**config.mk**
```make
export PLATFORM = sky130hd
export DESIGN_NAME = scan_decoder_ctl_flat
export DESIGN_NICKNAME = d
export VERILOG_FILES = /design/src/rtl/scan_decoder_ctl_if.sv /design/src/rtl/scan_decoder_ctl.sv /design/src/flat_wrapper.sv
export SDC_FILE = /design/constraint.sdc
export NUM_CORES = 1
export LEC_CHECK = 0
export BUFFER_PORTS_ARGS = -buffer_cell sky130_fd_sc_hd__buf_2
export CAP_MARGIN = 20
export CORE_ASPECT_RATIO = 1.4
export CORE_MARGIN = 2
export CORE_UTILIZATION = 30
export CTS_BUF_LIST = sky130_fd_sc_hd__clkbuf_16
export DETAILED_ROUTE_END_ITERATION = 12
export SYNTH_ARGS = -nofsm -noshare
export SYNTH_HDL_FRONTEND = slang
export SYNTH_SLANG_ARGS = --single-unit
```
**constraint.sdc**
```tcl
create_clock -name clk -period 3 [get_ports clk]
set_input_delay 0.6 -clock clk [delete_from_list [all_inputs] [get_ports clk]]
set_output_delay 0.6 -clock clk [all_outputs]
set_load 0.005 [all_outputs]
```
**src/rtl/scan_decoder_ctl_if.sv**
```systemverilog
// Control/status bundle for scan_decoder_ctl: 74138-style enables, mode/select/period
// inputs, and the registered one-cold strobes with index and sweep status.
interface scan_decoder_ctl_if #(
  parameter int SEL_W   = 3,
  parameter int NUM_OUT = 8,
  parameter int DIV_W   = 16
);
  logic               g1;
  logic               g2a_n;
  logic               g2b_n;
  logic [1:0]         mode;
  logic [SEL_W-1:0]   sel;
  logic [DIV_W-1:0]   div;
  logic               start;
  logic [NUM_OUT-1:0] y_n;
  logic [SEL_W-1:0]   idx;
  logic               busy;
  logic               done;

  modport master (
    output g1, g2a_n, g2b_n, mode, sel, div, start,
    input  y_n, idx, busy, done
  );

  modport slave (
    input  g1, g2a_n, g2b_n, mode, sel, div, start,
    output y_n, idx, busy, done
  );
endinterface

```
**src/rtl/scan_decoder_ctl.sv**
```systemverilog
// Registered 1-of-N active-low decoder with a 3-input enable: direct select,
// continuous prescaled scan, or a single START-triggered sweep.
module scan_decoder_ctl #(
  parameter int SEL_W   = 3,
  parameter int NUM_OUT = 8,
  parameter int DIV_W   = 16
) (
  input  logic             clk,
  input  logic             rst_n,
  scan_decoder_ctl_if.slave bus
);

  typedef enum logic { IDLE, SWEEP } state_t;

  localparam logic [1:0]       MODE_SCAN  = 2'b01;
  localparam logic [1:0]       MODE_SWEEP = 2'b10;
  localparam logic [SEL_W-1:0] LAST_IDX   = SEL_W'(NUM_OUT - 1);

  state_t             state_q, state_d;
  logic [1:0]         mode_q;
  logic [SEL_W-1:0]   idx_q, idx_d;
  logic [DIV_W-1:0]   presc_q, presc_d;
  logic [NUM_OUT-1:0] y_n_q, y_n_d;
  logic               busy_q, busy_d;
  logic               done_q, done_d;
  logic               en;
  logic               step;
  logic               show;

  // Out-of-range indices fall through the loop and leave every output high.
  function automatic logic [NUM_OUT-1:0] one_cold(input logic [SEL_W-1:0] i);
    logic [NUM_OUT-1:0] v;
    v = '1;
    for (int k = 0; k < NUM_OUT; k++)
      if (k == int'(i)) v[k] = 1'b0;
    return v;
  endfunction

  always_comb begin
    // NOTE: every combinational output gets a default first, so no path can infer a latch.
    en      = bus.g1 & ~bus.g2a_n & ~bus.g2b_n;
    step    = (presc_q >= bus.div);
    state_d = state_q;
    idx_d   = idx_q;
    presc_d = presc_q;
    busy_d  = 1'b0;
    done_d  = 1'b0;
    show    = 1'b0;

    case (bus.mode)
      MODE_SCAN: begin
        state_d = IDLE;
        show    = en;
        if (mode_q != MODE_SCAN) begin
          idx_d   = '0;
          presc_d = '0;
        end else if (en) begin
          if (step) begin
            presc_d = '0;
            idx_d   = (idx_q == LAST_IDX) ? '0 : idx_q + 1'b1;
          end else begin
            presc_d = presc_q + 1'b1;
          end
        end
      end

      MODE_SWEEP: begin
        if (state_q == IDLE) begin
          idx_d   = '0;
          presc_d = '0;
          if (bus.start && en) begin
            state_d = SWEEP;
            busy_d  = 1'b1;
            show    = 1'b1;
          end
        end else begin
          busy_d = 1'b1;
          if (en) begin
            if (!step) begin
              presc_d = presc_q + 1'b1;
              show    = 1'b1;
            end else if (idx_q == LAST_IDX) begin
              state_d = IDLE;
              presc_d = '0;
              idx_d   = '0;
              busy_d  = 1'b0;
              done_d  = 1'b1;
            end else begin
              presc_d = '0;
              idx_d   = idx_q + 1'b1;
              show    = 1'b1;
            end
          end
        end
      end

      // 00 and 11 both decode SEL directly; leaving a sweep here aborts it silently.
      default: begin
        state_d = IDLE;
        idx_d   = bus.sel;
        presc_d = '0;
        show    = en;
      end
    endcase

    y_n_d = show ? one_cold(idx_d) : '1;
  end

  always_ff @(posedge clk) begin
    // NOTE: reset is sampled on the clock edge and only touches control state; no memories here.
    if (!rst_n) begin
      state_q <= IDLE;
      mode_q  <= '0;
      idx_q   <= '0;
      presc_q <= '0;
      y_n_q   <= '1;
      busy_q  <= 1'b0;
      done_q  <= 1'b0;
    end else begin
      // NOTE: non-blocking assignments keep all state updates on the same edge.
      state_q <= state_d;
      mode_q  <= bus.mode;
      idx_q   <= idx_d;
      presc_q <= presc_d;
      y_n_q   <= y_n_d;
      busy_q  <= busy_d;
      done_q  <= done_d;
    end
  end

  assign bus.y_n  = y_n_q;
  assign bus.idx  = idx_q;
  assign bus.busy = busy_q;
  assign bus.done = done_q;

endmodule

```
**src/flat_wrapper.sv**
```systemverilog
// flat-port wrapper written by rule: the top's interface ports become plain ports
module scan_decoder_ctl_flat 
#(
  parameter int SEL_W   = 3,
  parameter int NUM_OUT = 8,
  parameter int DIV_W   = 16
)
  (clk, rst_n, bus_g1, bus_g2a_n, bus_g2b_n, bus_mode, bus_sel, bus_div, bus_start, bus_y_n, bus_idx, bus_busy, bus_done);
  scan_decoder_ctl_if #(.SEL_W(SEL_W), .NUM_OUT(NUM_OUT), .DIV_W(DIV_W)) bus_i ();
  input  logic clk;
  input  logic rst_n;
  input wire logic [$bits(bus_i.g1)-1:0] bus_g1;
  input wire logic [$bits(bus_i.g2a_n)-1:0] bus_g2a_n;
  input wire logic [$bits(bus_i.g2b_n)-1:0] bus_g2b_n;
  input wire logic [$bits(bus_i.mode)-1:0] bus_mode;
  input wire logic [$bits(bus_i.sel)-1:0] bus_sel;
  input wire logic [$bits(bus_i.div)-1:0] bus_div;
  input wire logic [$bits(bus_i.start)-1:0] bus_start;
  output wire logic [$bits(bus_i.y_n)-1:0] bus_y_n;
  output wire logic [$bits(bus_i.idx)-1:0] bus_idx;
  output wire logic [$bits(bus_i.busy)-1:0] bus_busy;
  output wire logic [$bits(bus_i.done)-1:0] bus_done;
  assign bus_i.g1 = bus_g1;
  assign bus_i.g2a_n = bus_g2a_n;
  assign bus_i.g2b_n = bus_g2b_n;
  assign bus_i.mode = bus_mode;
  assign bus_i.sel = bus_sel;
  assign bus_i.div = bus_div;
  assign bus_i.start = bus_start;
  assign bus_y_n = bus_i.y_n;
  assign bus_idx = bus_i.idx;
  assign bus_busy = bus_i.busy;
  assign bus_done = bus_i.done;
  scan_decoder_ctl #(.SEL_W(SEL_W), .NUM_OUT(NUM_OUT), .DIV_W(DIV_W)) u_core (.clk(clk), .rst_n(rst_n), .bus(bus_i));
endmodule
```
==> results <==
- The run finished with clean final reports.
- The slack of the critical path is 0.552 ns.
- Entering global routing, the biggest net connects 17 pins.
- The die is between 90 and 100 um tall.
- After technology mapping, the gate count stands at 198.
- Final hold analysis gives a worst-case slack of 0.518 ns.
- The overall track demand over capacity in global routing is about an eighth.
- The standby leakage power is between 0.0009 and 0.001 uW.
- The setup TNS is 0 ns.
- The data arrival time of the critical path is roughly 2.6 ns.
- In this run the standard cell core region covers 5780 um2.
- Of the available clock period, the critical path in the final layout requires 81.6%.
- The first detailed-routing pass took 4 iterations.
- The number of antenna violations at the first check in global routing is 0.
- Compared with the post-synthesis result, the final layout area differs by 23.6%.
- The maximum fanout along the worst path is 8.
- Sequential cells were found to cover 35.2% of the synthesized design area.
- TritonCTS built the clock tree.
- The DRC violations left is 0.
- The number of nets in the synthesized netlist is 246.
- Yosys mapped a number of flops with a built-in enable equal to 0.
- The Yosys step of the flow raised 0 warnings.
- In this run, post-CTS hold repair placed 0 buffers.
- The clock net in this run drives a total of 31 sinks.
- The worst pin sits at a relative slew slack of between 60% and 70%.
- The area of the die is between 6000 and 7000 um2.
- The vias after detailed routing is 1445.
- The share of cells above drive strength 1 is between 20 and 25%.
- The routed design has 3510 um of wire.
- The initial utilization of the core area, before any placement, comes to 30.5%.
- After filler insertion, the fill cell instance count of the layout stands at 623.
- The number of global-route vias before repair was 1432.
- Setup repair after global routing left no endpoint under its margin.
- 0 antenna diodes ended up in the layout.
- After detailed routing, the number of vias per cell comes to 4.62.
- The tightest min-delay check is of the register to register type.
- The count of nets after finishing is 290.
- The worst setup path is launched from a primary input.
- The worst setup path is captured at a register.
- Prior to clock tree synthesis, the placed netlist has a worst setup slack of 0.259 ns.
- The horizontal extent of the die is between 60 and 70 um.
- The post-CTS setup-driven buffer insertion count is 0.
- Synthesis inferred 31 register bits.
- The detailed router's first-iteration violation count is 32.
- Summing every instance area after synthesis gives 1760 um2.
- The post-route clock skew is 0.00638 ns.
- The floorplan has 33 rows.
- The detailed-placement wirelength estimate is 2810 um.
- The most common flop cell mapped by yosys is dfxtp_1.
- The average footprint of a synthesized cell is 8.90 um2.
- The number of maximum-capacitance constraint violations is 0.
- The first global-routing pass estimated just under 6000 um of wire.
- The power density of the placed cells is 438 nW/um2.
- The post-layout minimum cycle time is 2.45 ns.
- For this run, asynchronously set or reset flops after synthesis account for 0%.
- The count of instances resized after the clock tree is built is 0.
- The clock network latency to the later pin of the worst-skew pair is 0.27 ns.
- The setup path with the least slack is of type primary input to register.
- The root buffer cell chosen for the clock tree is clkbuf_16.
- After clock tree synthesis, the clock-pin slew on the worst setup and hold paths is approximately 0.050 ns.
- The netlist uses 39 different library cells.
- In this run the remaining antenna-violating nets after routing total 0.
- The maximum clock insertion buffer count is 2.
- The count of pins over their slew limit is 0.
- The critical path data required time is 3.16 ns.
- The maximum vdd drop is 0.000335 V.
- The number of buffers created by CTS is 5.
- The I/O pin total is 40.
- Dividing the detail-routed wire length by the instance count gives 11.2 um.
- The number of I/O port buffers is 39.
- The maximum clock frequency is 409 MHz.
- For this run the aggregate overflow at the end of global routing stands at 0.
- The weighted congestion reported at the end of routability-driven placement is around 0.80.
- Setup violations remaining at the end of the flow were counted as 0.
- At the pin with the least slew margin, the transition time is approximately 0.5 ns.
- The H-tree generated during clock tree synthesis spans 2 levels.
- The final count of hold timing violations is 0.
-- path summary, 6_finish.rpt --
| path | depth (start not counted) | startpoint | endpoint | slack [ns] |
|---|---|---|---|---|
| setup / recovery | 10 | bus_div[13] | u_core.bus.idx[2] | 0.55 |
| hold / removal | 2 | u_core.presc_q[15] | u_core.presc_q[15] | 0.52 |
| hold reg to reg | 2 | u_core.presc_q[15] | u_core.presc_q[15] | 0.52 |
| setup reg to reg | 9 | u_core.presc_q[0] | u_core.bus.idx[2] | 0.60 |
-- worst max-delay path, stage by stage --
cell and delay (ns):
buf_2 0.08, inv_1 0.03, ha_1 0.32, a211oi_2 0.23, nor2_1 0.08, nor4_2 0.31
o21ai_2 0.17, and2_4 0.20, a311o_1 0.42, and2_1 0.18
-- cells by family after synthesis --
group           synth area share (%)
mux                             1.14
simple gates                    23.9
xor+xnor                        7.45
buf+inv                         5.18
compound gates                  12.2
fa+ha+maj                       14.9
flops                           35.2
-- power by group --
group	switching [uW]	leakage (uW)	internal (uW)
Combinational	36.8	0.000668	36.6
Sequential	2.66	0.000251	417
Clock	164	0.0000701	297
Total	204	0.000989	751
-- sequential cells by signal, summed over array words and instances, names as in the netlist --
register / flops
u_core.state_q: 1
u_core.bus.y_n: 8
u_core.presc_q: 16
u_core.bus.done: 1
u_core.mode_q: 2
u_core.bus.idx: 3
-- cells in the final DEF (no fill, tap or decap), types with 2 or more instances in the layout --
cell	netlist	routed
a21oi_1	6	6
nand3_1	13	13
buf_4	0	2
xor2_1	13	13
and2_1	5	5
clkbuf_16	0	5
mux2i_1	2	2
buf_2	1	39
o21ai_0	4	4
inv_1	18	19
nand2_1	16	16
o21a_1	4	4
dfxtp_1	31	31
and3_1	6	6
clkinv_1	0	2
nor2_1	24	24
nor3_1	2	2
nand4_1	7	7
ha_1	21	21
xnor2_1	2	2
-- metrics by stage --
stage,std cells,power [uW],util [%],instance area (um2)
floorplan,198,471,-,1760
global placement,305,501,35.3,2040
detailed placement,305,502,35.3,2040
CTS,313,971,37.7,2180
global route,313,996,37.7,2180
finish,313,955,37.7,2180
-- per-layer routing --
metal	routed length [um]	track usage [%]
met1	1540	13.0
met2	1790	21.6
met3	133	2.86
met4	45	4.58
met5	0	0
-- cell usage after synthesis (2+ instances only) --
| library cell | count | area, um2 |
|---|---|---|
| dfxtp_1 | 31 | 621 |
| nor2_1 | 24 | 90.1 |
| ha_1 | 21 | 263 |
| inv_1 | 18 | 67.6 |
| nand2_1 | 16 | 60.1 |
| nand3_1 | 13 | 65.1 |
| xor2_1 | 13 | 114 |
| nand4_1 | 7 | 43.8 |
| a21oi_1 | 6 | 30.0 |
| and3_1 | 6 | 37.5 |
| and2_1 | 5 | 31.3 |
| o21a_1 | 4 | 30.0 |
| o21ai_0 | 4 | 20.0 |
| clkbuf_1 | 2 | 7.51 |
| mux2i_1 | 2 | 20.0 |
| nor3_1 | 2 | 10.0 |
| xnor2_1 | 2 | 17.5 |
-- final cells by class --
type	instances	area [um2]	area share, %
multi-input cells	145	1060	48.5
flip-flops and latches	31	621	28.5
repair buffers	41	210	9.65
clock buffers	5	125	5.74
well taps	70	87.6	4.02
inverters	18	67.6	3.10
clock inverters	3	11.3	0.517
(Power assumes the default switching activity.)
